--- src/rtl/seg7_scan_driver_if.sv ---
// seg7_scan_driver_if: bundles the producer-side controls and the display
// pin outputs of seg7_scan_driver.
//   en_i         scan enable
//   load_i       one-cycle strobe capturing din_i into the shadow register
//   din_i        packed digit codes, digit 0 in din_i[3:0]
//   blank_lz_i   leading-zero blanking enable
//   seg_o        segments {a,b,c,d,e,f,g}, a is bit 6
//   an_o         one-hot digit enable
//   digit_idx_o  index of the digit currently lit
//   frame_done_o one-cycle pulse when the last digit slot ends
// master: value producer / board side; slave: the scan driver.
interface seg7_scan_driver_if #(
  parameter int unsigned NUM_DIGITS = 4
);
  localparam int unsigned IDXW = (NUM_DIGITS > 1) ? $clog2(NUM_DIGITS) : 1;

  logic                    en_i;
  logic                    load_i;
  logic [4*NUM_DIGITS-1:0] din_i;
  logic                    blank_lz_i;
  logic [6:0]              seg_o;
  logic [NUM_DIGITS-1:0]   an_o;
  logic [IDXW-1:0]         digit_idx_o;
  logic                    frame_done_o;

  modport master (
    output en_i, load_i, din_i, blank_lz_i,
    input  seg_o, an_o, digit_idx_o, frame_done_o
  );

  modport slave (
    input  en_i, load_i, din_i, blank_lz_i,
    output seg_o, an_o, digit_idx_o, frame_done_o
  );
endinterface

--- src/rtl/seg7_scan_driver.sv ---
// seg7_scan_driver: N-digit multiplexed 7-segment driver. A prescaler sets
// how long each digit is lit, a scan counter walks the digits, and a
// shadow/active register pair makes value updates take effect only at a
// frame boundary so a frame never shows a mix of old and new digits.
// Ports:
//   clk_i   system clock, rising edge
//   rst_ni  asynchronous active-low reset
//   bus     seg7_scan_driver_if.slave (controls in, segment/anode pins out)
module seg7_scan_driver #(
  parameter int unsigned NUM_DIGITS     = 4,
  parameter int unsigned REFRESH_DIV    = 1000,
  parameter bit          HEX_MODE       = 1'b0,
  parameter bit          SEG_ACTIVE_LOW = 1'b0,
  parameter bit          AN_ACTIVE_LOW  = 1'b0
) (
  input logic               clk_i,
  input logic               rst_ni,
  seg7_scan_driver_if.slave bus
);
  localparam int unsigned IDXW = (NUM_DIGITS > 1) ? $clog2(NUM_DIGITS) : 1;
  localparam int unsigned PW   = $clog2(REFRESH_DIV);
  localparam int unsigned DW   = 4 * NUM_DIGITS;
  localparam logic [PW-1:0]   PRESC_LAST = PW'(REFRESH_DIV - 1);
  localparam logic [IDXW-1:0] IDX_LAST   = IDXW'(NUM_DIGITS - 1);

  logic [PW-1:0]         presc_q, presc_d;
  logic [IDXW-1:0]       idx_q, idx_d;
  logic [DW-1:0]         shadow_q, shadow_d;
  logic [DW-1:0]         active_q, active_d;
  logic [6:0]            seg_q, seg_d;
  logic [NUM_DIGITS-1:0] an_q, an_d;
  logic                  frame_q, frame_d;

  logic                  tick, wrap;
  logic                  lz_run;
  logic [NUM_DIGITS-1:0] blank_vec;
  logic [3:0]            cur_code;
  logic                  cur_blank;

  function automatic logic [6:0] decode(input logic [3:0] c);
    logic [6:0] s;
    case (c)
      4'h0:    s = 7'b1111110;
      4'h1:    s = 7'b0110000;
      4'h2:    s = 7'b1101101;
      4'h3:    s = 7'b1111001;
      4'h4:    s = 7'b0110011;
      4'h5:    s = 7'b1011011;
      4'h6:    s = 7'b1011111;
      4'h7:    s = 7'b1110000;
      4'h8:    s = 7'b1111111;
      4'h9:    s = 7'b1111011;
      4'hA:    s = HEX_MODE ? 7'b1110111 : 7'b0000001;
      4'hB:    s = HEX_MODE ? 7'b0011111 : 7'b0000001;
      4'hC:    s = HEX_MODE ? 7'b1001110 : 7'b0000001;
      4'hD:    s = HEX_MODE ? 7'b0111101 : 7'b0000001;
      4'hE:    s = HEX_MODE ? 7'b1001111 : 7'b0000001;
      default: s = HEX_MODE ? 7'b1000111 : 7'b0000001;
    endcase
    return s;
  endfunction

  always_comb begin
    tick = bus.en_i && (presc_q == PRESC_LAST);
    wrap = tick && (idx_q == IDX_LAST);

    presc_d = presc_q;
    if (bus.en_i) presc_d = tick ? '0 : presc_q + 1'b1;

    idx_d = idx_q;
    if (tick) idx_d = wrap ? '0 : idx_q + 1'b1;

    // Reading the old shadow here is what makes a load on the wrap edge
    // land one frame later.
    shadow_d = bus.load_i ? bus.din_i : shadow_q;
    active_d = wrap ? shadow_q : active_q;
    frame_d  = wrap;

    // Walk from the most significant digit down; a digit is blankable while
    // it and everything above it is zero. Digit 0 is always shown.
    lz_run    = 1'b1;
    blank_vec = '0;
    for (int unsigned k = NUM_DIGITS; k > 0; k--) begin
      lz_run       = lz_run & (active_q[4*(k-1) +: 4] == 4'h0);
      blank_vec[k-1] = lz_run & (k > 1);
    end

    cur_code  = '0;
    cur_blank = 1'b0;
    for (int unsigned k = 0; k < NUM_DIGITS; k++) begin
      if (idx_q == IDXW'(k)) begin
        cur_code  = active_q[4*k +: 4];
        cur_blank = blank_vec[k];
      end
    end

    seg_d = '0;
    an_d  = '0;
    if (bus.en_i) begin
      an_d  = NUM_DIGITS'(1) << idx_q;
      seg_d = (bus.blank_lz_i && cur_blank) ? 7'b0000000 : decode(cur_code);
    end
  end

  always_ff @(posedge clk_i or negedge rst_ni) begin
    if (!rst_ni) begin
      presc_q  <= '0;
      idx_q    <= '0;
      shadow_q <= '0;
      active_q <= '0;
      seg_q    <= '0;
      an_q     <= '0;
      frame_q  <= 1'b0;
    end else begin
      presc_q  <= presc_d;
      idx_q    <= idx_d;
      shadow_q <= shadow_d;
      active_q <= active_d;
      seg_q    <= seg_d;
      an_q     <= an_d;
      frame_q  <= frame_d;
    end
  end

  assign bus.seg_o        = seg_q ^ {7{SEG_ACTIVE_LOW}};
  assign bus.an_o         = an_q ^ {NUM_DIGITS{AN_ACTIVE_LOW}};
  assign bus.digit_idx_o  = idx_q;
  assign bus.frame_done_o = frame_q;
endmodule

--- src/flat_wrapper.sv ---
// flat-port wrapper written by rule: the top's interface ports become plain ports
module seg7_scan_driver_flat 
#(
  parameter int unsigned NUM_DIGITS     = 4,
  parameter int unsigned REFRESH_DIV    = 1000,
  parameter bit          HEX_MODE       = 1'b0,
  parameter bit          SEG_ACTIVE_LOW = 1'b0,
  parameter bit          AN_ACTIVE_LOW  = 1'b0
)
  (clk_i, rst_ni, bus_en_i, bus_load_i, bus_din_i, bus_blank_lz_i, bus_seg_o, bus_an_o, bus_digit_idx_o, bus_frame_done_o);
  seg7_scan_driver_if #(.NUM_DIGITS(NUM_DIGITS)) bus_i ();
  input logic clk_i;
  input logic rst_ni;
  input wire logic [$bits(bus_i.en_i)-1:0] bus_en_i;
  input wire logic [$bits(bus_i.load_i)-1:0] bus_load_i;
  input wire logic [$bits(bus_i.din_i)-1:0] bus_din_i;
  input wire logic [$bits(bus_i.blank_lz_i)-1:0] bus_blank_lz_i;
  output wire logic [$bits(bus_i.seg_o)-1:0] bus_seg_o;
  output wire logic [$bits(bus_i.an_o)-1:0] bus_an_o;
  output wire logic [$bits(bus_i.digit_idx_o)-1:0] bus_digit_idx_o;
  output wire logic [$bits(bus_i.frame_done_o)-1:0] bus_frame_done_o;
  assign bus_i.en_i = bus_en_i;
  assign bus_i.load_i = bus_load_i;
  assign bus_i.din_i = bus_din_i;
  assign bus_i.blank_lz_i = bus_blank_lz_i;
  assign bus_seg_o = bus_i.seg_o;
  assign bus_an_o = bus_i.an_o;
  assign bus_digit_idx_o = bus_i.digit_idx_o;
  assign bus_frame_done_o = bus_i.frame_done_o;
  seg7_scan_driver #(.NUM_DIGITS(NUM_DIGITS), .REFRESH_DIV(REFRESH_DIV), .HEX_MODE(HEX_MODE), .SEG_ACTIVE_LOW(SEG_ACTIVE_LOW), .AN_ACTIVE_LOW(AN_ACTIVE_LOW)) u_core (.clk_i(clk_i), .rst_ni(rst_ni), .bus(bus_i));
endmodule
--- config.mk ---
export PLATFORM = sky130hd
export DESIGN_NAME = seg7_scan_driver_flat
export DESIGN_NICKNAME = d
export VERILOG_FILES = /design/src/rtl/seg7_scan_driver_if.sv /design/src/rtl/seg7_scan_driver.sv /design/src/flat_wrapper.sv
export SDC_FILE = /design/constraint.sdc
export NUM_CORES = 1
export LEC_CHECK = 0
export BUFFER_PORTS_ARGS = -buffer_cell sky130_fd_sc_hd__buf_2
export CORE_AREA = 5 5 92 94
export DETAILED_ROUTE_END_ITERATION = 12
export DIE_AREA = 0 0 97 99
export GPL_TIMING_DRIVEN = 0
export PLACE_DENSITY_LB_ADDON = 0.1
export SETUP_SLACK_MARGIN = 0.4
export SYNTH_ARGS = -nofsm -noshare
export SYNTH_HDL_FRONTEND = slang
export SYNTH_SLANG_ARGS = --single-unit
--- constraint.sdc ---
create_clock -name clk_i -period 3.2 [get_ports clk_i]
set_input_delay 0.64 -clock clk_i [delete_from_list [all_inputs] [get_ports clk_i]]
set_output_delay 0.64 -clock clk_i [all_outputs]
set_load 0.02 [all_outputs]
Yosys cells after proc, flatten, opt, wreduce, memory -nomap -nowiden
Memory sizes are Yosys's and may differ from the RTL's. Cells that the tools add are included.

Bits in registers: 56. Bits in read-only memories: 112. Input port bits: 21. Logic and storage cells: 36. Memories kept: 1.

Memories: (name not given) (words 16, width 7, rd ports 1, clocked after Yosys merged registers in 0, wr ports 0, line seg7_scan_driver.sv:42) `case (c)`.

$add $sub $neg: 2. Eq/ne operators: 4. Shifts and indexed selects: 1. Multiplexer cells: 12. Bitwise logic cells: 2. Reductions and logical operators: 7.

Operator list (count): $mux 4 (5); $mux 7 (2); $logic_not 4->1 (3); $add 10x1->10 const B (1); $eq 10x10->1 const B (1); $mux 10 (1); $eq 2x2->1 const B (2); $shl 1x2->4 const A (1); $logic_and 1x1->1 (3); $mux 1 (3); $add 2x1->2 const B (1); $and 1x1->1 (2); $eq 2x1->1 const B (1); $logic_not 2->1 (1); $mux 2 (1).

Longest topological paths before layout
Depth in word-level cells: 9. Gate-level depth with buffers: 10. Depth with buffers taken out: 10.

Worst setup path before layout
OpenSTA, ideal clock, no wires.

Path kind: register -> register. Start: register u_core.idx_q[0] (netlist: u_core.bus.digit_idx_o[0]). End: register u_core.seg_q[2] (netlist: u_core.bus.seg_o[2]). Setup time: 0.140 ns. Arrival time: 2.218 ns. Path slack: 0.842 ns. Cell stages (with the launch flop): 11. Path through: dfrtp_1 inv_1 ha_1 or2_2 a221o_1 o221ai_2 inv_1 ha_1 nor3_1 a221o_1 a21oi_1.

Cells in the longest elaborated chain, start to end: 8.

Ends and longest elaborated chain: start, declared (line seg7_scan_driver.sv:27) `logic [IDXW-1:0] idx_q, idx_d;`; start signal, assigned (line seg7_scan_driver.sv:116) `idx_q <= idx_d;`; $logic_not 2->1 (line seg7_scan_driver.sv:91) `if (idx_q == IDXW'(k)) begin`; $mux 4 (4 in a row) (line seg7_scan_driver.sv:91); $mem_v2 16x7; $mux 7 * (line seg7_scan_driver.sv:101) `seg_d = (bus.blank_lz_i && cur_blank) ? 7'b0000000 : decode(cur_code);`; $mux 7 * (line seg7_scan_driver.sv:99) `if (bus.en_i) begin`; named net u_core.seg_d[2] (line seg7_scan_driver.sv:30) `logic [6:0] seg_q, seg_d;`; end signal, assigned (line seg7_scan_driver.sv:119) `seg_q <= seg_d;`; end, declared (line seg7_scan_driver.sv:30).

Mark *: on every way through the listed nets, which the timed path passes. The rest lies on a longest branch. A chain may end at the register's enable or synchronous reset.

Worst setup path in the final report
Same ends and word-level chain as after synthesis.

==> summary.md <==
| Metric | Value |
|---|---|
| Pwr Total | 1.45 mW |
| WL final | between 4000 and 5000 µm |
| Worst slew pin tran | roughly 700 ps |
| Vias in the first global route | 1746 |
| Register area | about 1400 µm² |
| Top-count cell post-synth | dfrtp_1 |
| Mapped Cells | around 200 |
| FP Rows | 32 |
| Post-Syn Area | about 2600 µm² |
| Initial drt markers | 65 |
| Area of the core | roughly 7600 µm² |
| M2 GR Usage | 15.6% |
| RePlAce Congestion | about 0.74 |
| Clk root buf | clkbuf_8 |
| Grt met3 use | under 10% |
| Diodes inserted | 0 |
| Critical Path End Type | flop |
| Most used DFF post-synth | dfrtp_1 |
| Clock buffer depth | 2 |
| Max Slew Vio Count | 0 |
| RR Startpoint | u_core.bus.digit_idx_o[0]$_DFFE_PN0N_ |
| TritonRoute pass-1 iters | 4 |
| # H-tree levels | 2 |
| LEAKAGE | around 1.4 nW |
| Clk_lat worst skew | about 300 ps |
| Non-filler instance count after layout | 344 |
| Final Skew | between 3 and 4 ps |
| Syn Area/Cell | around 13 µm² |
| CTS tree | yes |
| Die W | 97 µm |
| DRC | 0 |
| Outcome | finished, final reports clean |
| Initial antenna violation count | 0 |
| Post-route setup TNS | 0 ps |
| Crit-path slowest cell | dfrtp_1 |
| Final setup viols | 0 |
| Hold Slack | ~370 ps |
| Final Cycle Share | between 70% and 80% |
| Most frequent cells after synthesis | dfrtp_1 (56), mux2_2 (24), nand2_1 (13), ha_1 (10), mux2_4 (10) |
| Fmax | about 400 MHz |
| Max-cap violations | 0 |
| Synthesis-to-layout area growth | 15.7% |
| Crit path time final | 2520 ps |
| Ratio of cells with drive above 1 in the final layout | a little over a third |
| Post-synth ARST share | 100% |
| First-pass GRT wire length | 8830 µm |
| HPWL after DPL | about 3600 µm |
| CP delay by family, top | compound AO/OA/AOI/OAI gates |
| RSZ-0062 raised after global routing | false |
| CP Data Required Time | 3360 ps |
| Buf+Inv Stages, Crit Path | 2 |
| Fill count | 753 |
| Slew HR | 53.3% |
| Pwr dens | just under 500 nW/µm² |
| Slowest stage delay, CP | 440 ps |
| Hold Buf Count CTS | 0 |
| Placed Cells | 336 |
| Largest net degree at the start of global routing | 57 |
| Launching element type of the critical path | flop |
| Yosys cell types | between 40 and 50 |
| Starting Density | between 30 and 40% |
| GRT overflow | 0 |
| Met1 GRT Util | around 17% |
| Port Buffer Count | 33 |
| Post-synth EDFFs | 0 |
| Share of Yosys cell area claimed by the top area cell type | a little over half |
| Via count | roughly 1.6k |
| Worst EP arrival | 2680 ps |
| Die Span Y | roughly 99 µm |
| Peak VDD IR | roughly 0.00018 V |
| Vias per inst | approximately 4.7 |
| Crit-path max FO | 7 |
| CP Launch Point | u_core.bus.digit_idx_o[0]$_DFFE_PN0N_ |
| Endpoints failing hold | 0 |
| Synth area leader | dfrtp_1 |
| CTS buffer count | 5 |
| Net Count, Synth | around 230 |
| Layer with the highest usage | met1 |
| GRT Total Usage | 11.2% |
| Post-DR wirelength/cell | between 10 and 15 µm |
| Total Die Area | 9600 µm² |
| Sequential fraction of the synthesis area | between 50% and 60% |
| DRT antenna net count | 0 |
| CP cell instances | inv_1 > ha_1 > or2_2 > a221o_1 > o221ai_2 > inv_1 > ha_1 > nor3_1 > a221o_1 > a21oi_1 |
| Final nets | around 270 |
| Area of the multi-input gates | between 1000 and 1500 µm² |
| Synth Warn # | 0 |
| Post-CTS setup buffer count | 0 |
| Hold Path Class | in2async |
| Yosys reg bits | between 50 and 60 |
| Clk sinks | 56 |
| Ports | 35 |
| # resized after CTS | 0 |
| Clk slew on worst S/H paths | 100 ps |
| Setup Crit Path Kind | reg2reg |
| Synth top area cells | dfrtp_1 (55%), mux2_2 (11%), mux2_4 (5.8%) |
## power by group
part           total (mW)  switching, mW  internal (mW)  leakage (nW)
Sequential          0.836         0.0637          0.773         0.716
Combinational       0.162         0.0818         0.0799         0.668
Clock               0.455          0.222          0.233        0.0552
## state kept, by name, summed over array words and instances (netlist names)
signal and count:
u_core.active_q 16, u_core.bus.an_o 4, u_core.bus.digit_idx_o 2, u_core.bus.frame_done_o 1, u_core.bus.seg_o 7, u_core.presc_q 10
u_core.shadow_q 16
## per-layer routing
metal	share of wire [%]	up-vias
met5	0	-
met4	1.1	0
met3	4.6	4
met2	40	34
met1	54	779
li1	-	802
## cell usage in the layout (no fill, tap or decap), types with 4 or more instances in the layout
cell and count:
dfrtp_1 56, buf_2 34, mux2_2 24, nand2_1 13, mux2_4 10, ha_1 10
nor2_1 9, inv_1 7, and2_1 6, a21oi_1 6, nand3_1 5, clkbuf_8 5
clkbuf_1 4, o21ai_0 4
## layout make-up
type,count,area share (%)
inverter,7,0.884
tap,102,4.29
buffer,6,1.09
multi-input combinational,132,37.3
clock buffer,6,2.44
sequential,56,47.1
clock inverter,2,1.18
timing repair buffer,33,5.64
## worst paths after layout
| check | to | slack, ps | cells past startpoint |
|---|---|---|---|
| hold / removal | u_core.presc_q[2]$_DFFE_PN0P_ | 370 | 1 |
| min in group clk_i | u_core.active_q[13]$_DFFE_PN0P_ | 510 | 1 |
| hold reg to reg | u_core.active_q[13]$_DFFE_PN0P_ | 510 | 1 |
| setup reg to reg | u_core.bus.seg_o[2]$_DFF_PN0_ | 680 | 10 |
| setup / recovery | u_core.bus.seg_o[2]$_DFF_PN0_ | 680 | 10 |
| max in group asynchronous | u_core.active_q[0]$_DFFE_PN0P_ | 2360 | 1 |
## stage by stage
step                      util, %  instance area, µm²  setup WS (ps)
after global placement       37.8                2860            669
after global routing         39.3                2970            479
after CTS                    39.3                2970            670
after floorplan                 -                2570            842
after detailed placement     37.8                2860            693
final                        39.3                2970            683
## cell families after synthesis
logic type      Yosys count  share of synthesized area (%)
mux                      34                           16.4
simple gates             54                           11.6
compound gates           29                           8.67
buf+inv                  13                           2.29
flops                    56                           54.5
fa+ha+maj                10                           4.87
xor+xnor                  5                           1.70
No activity file was read; power rests on OpenSTA's default activity.
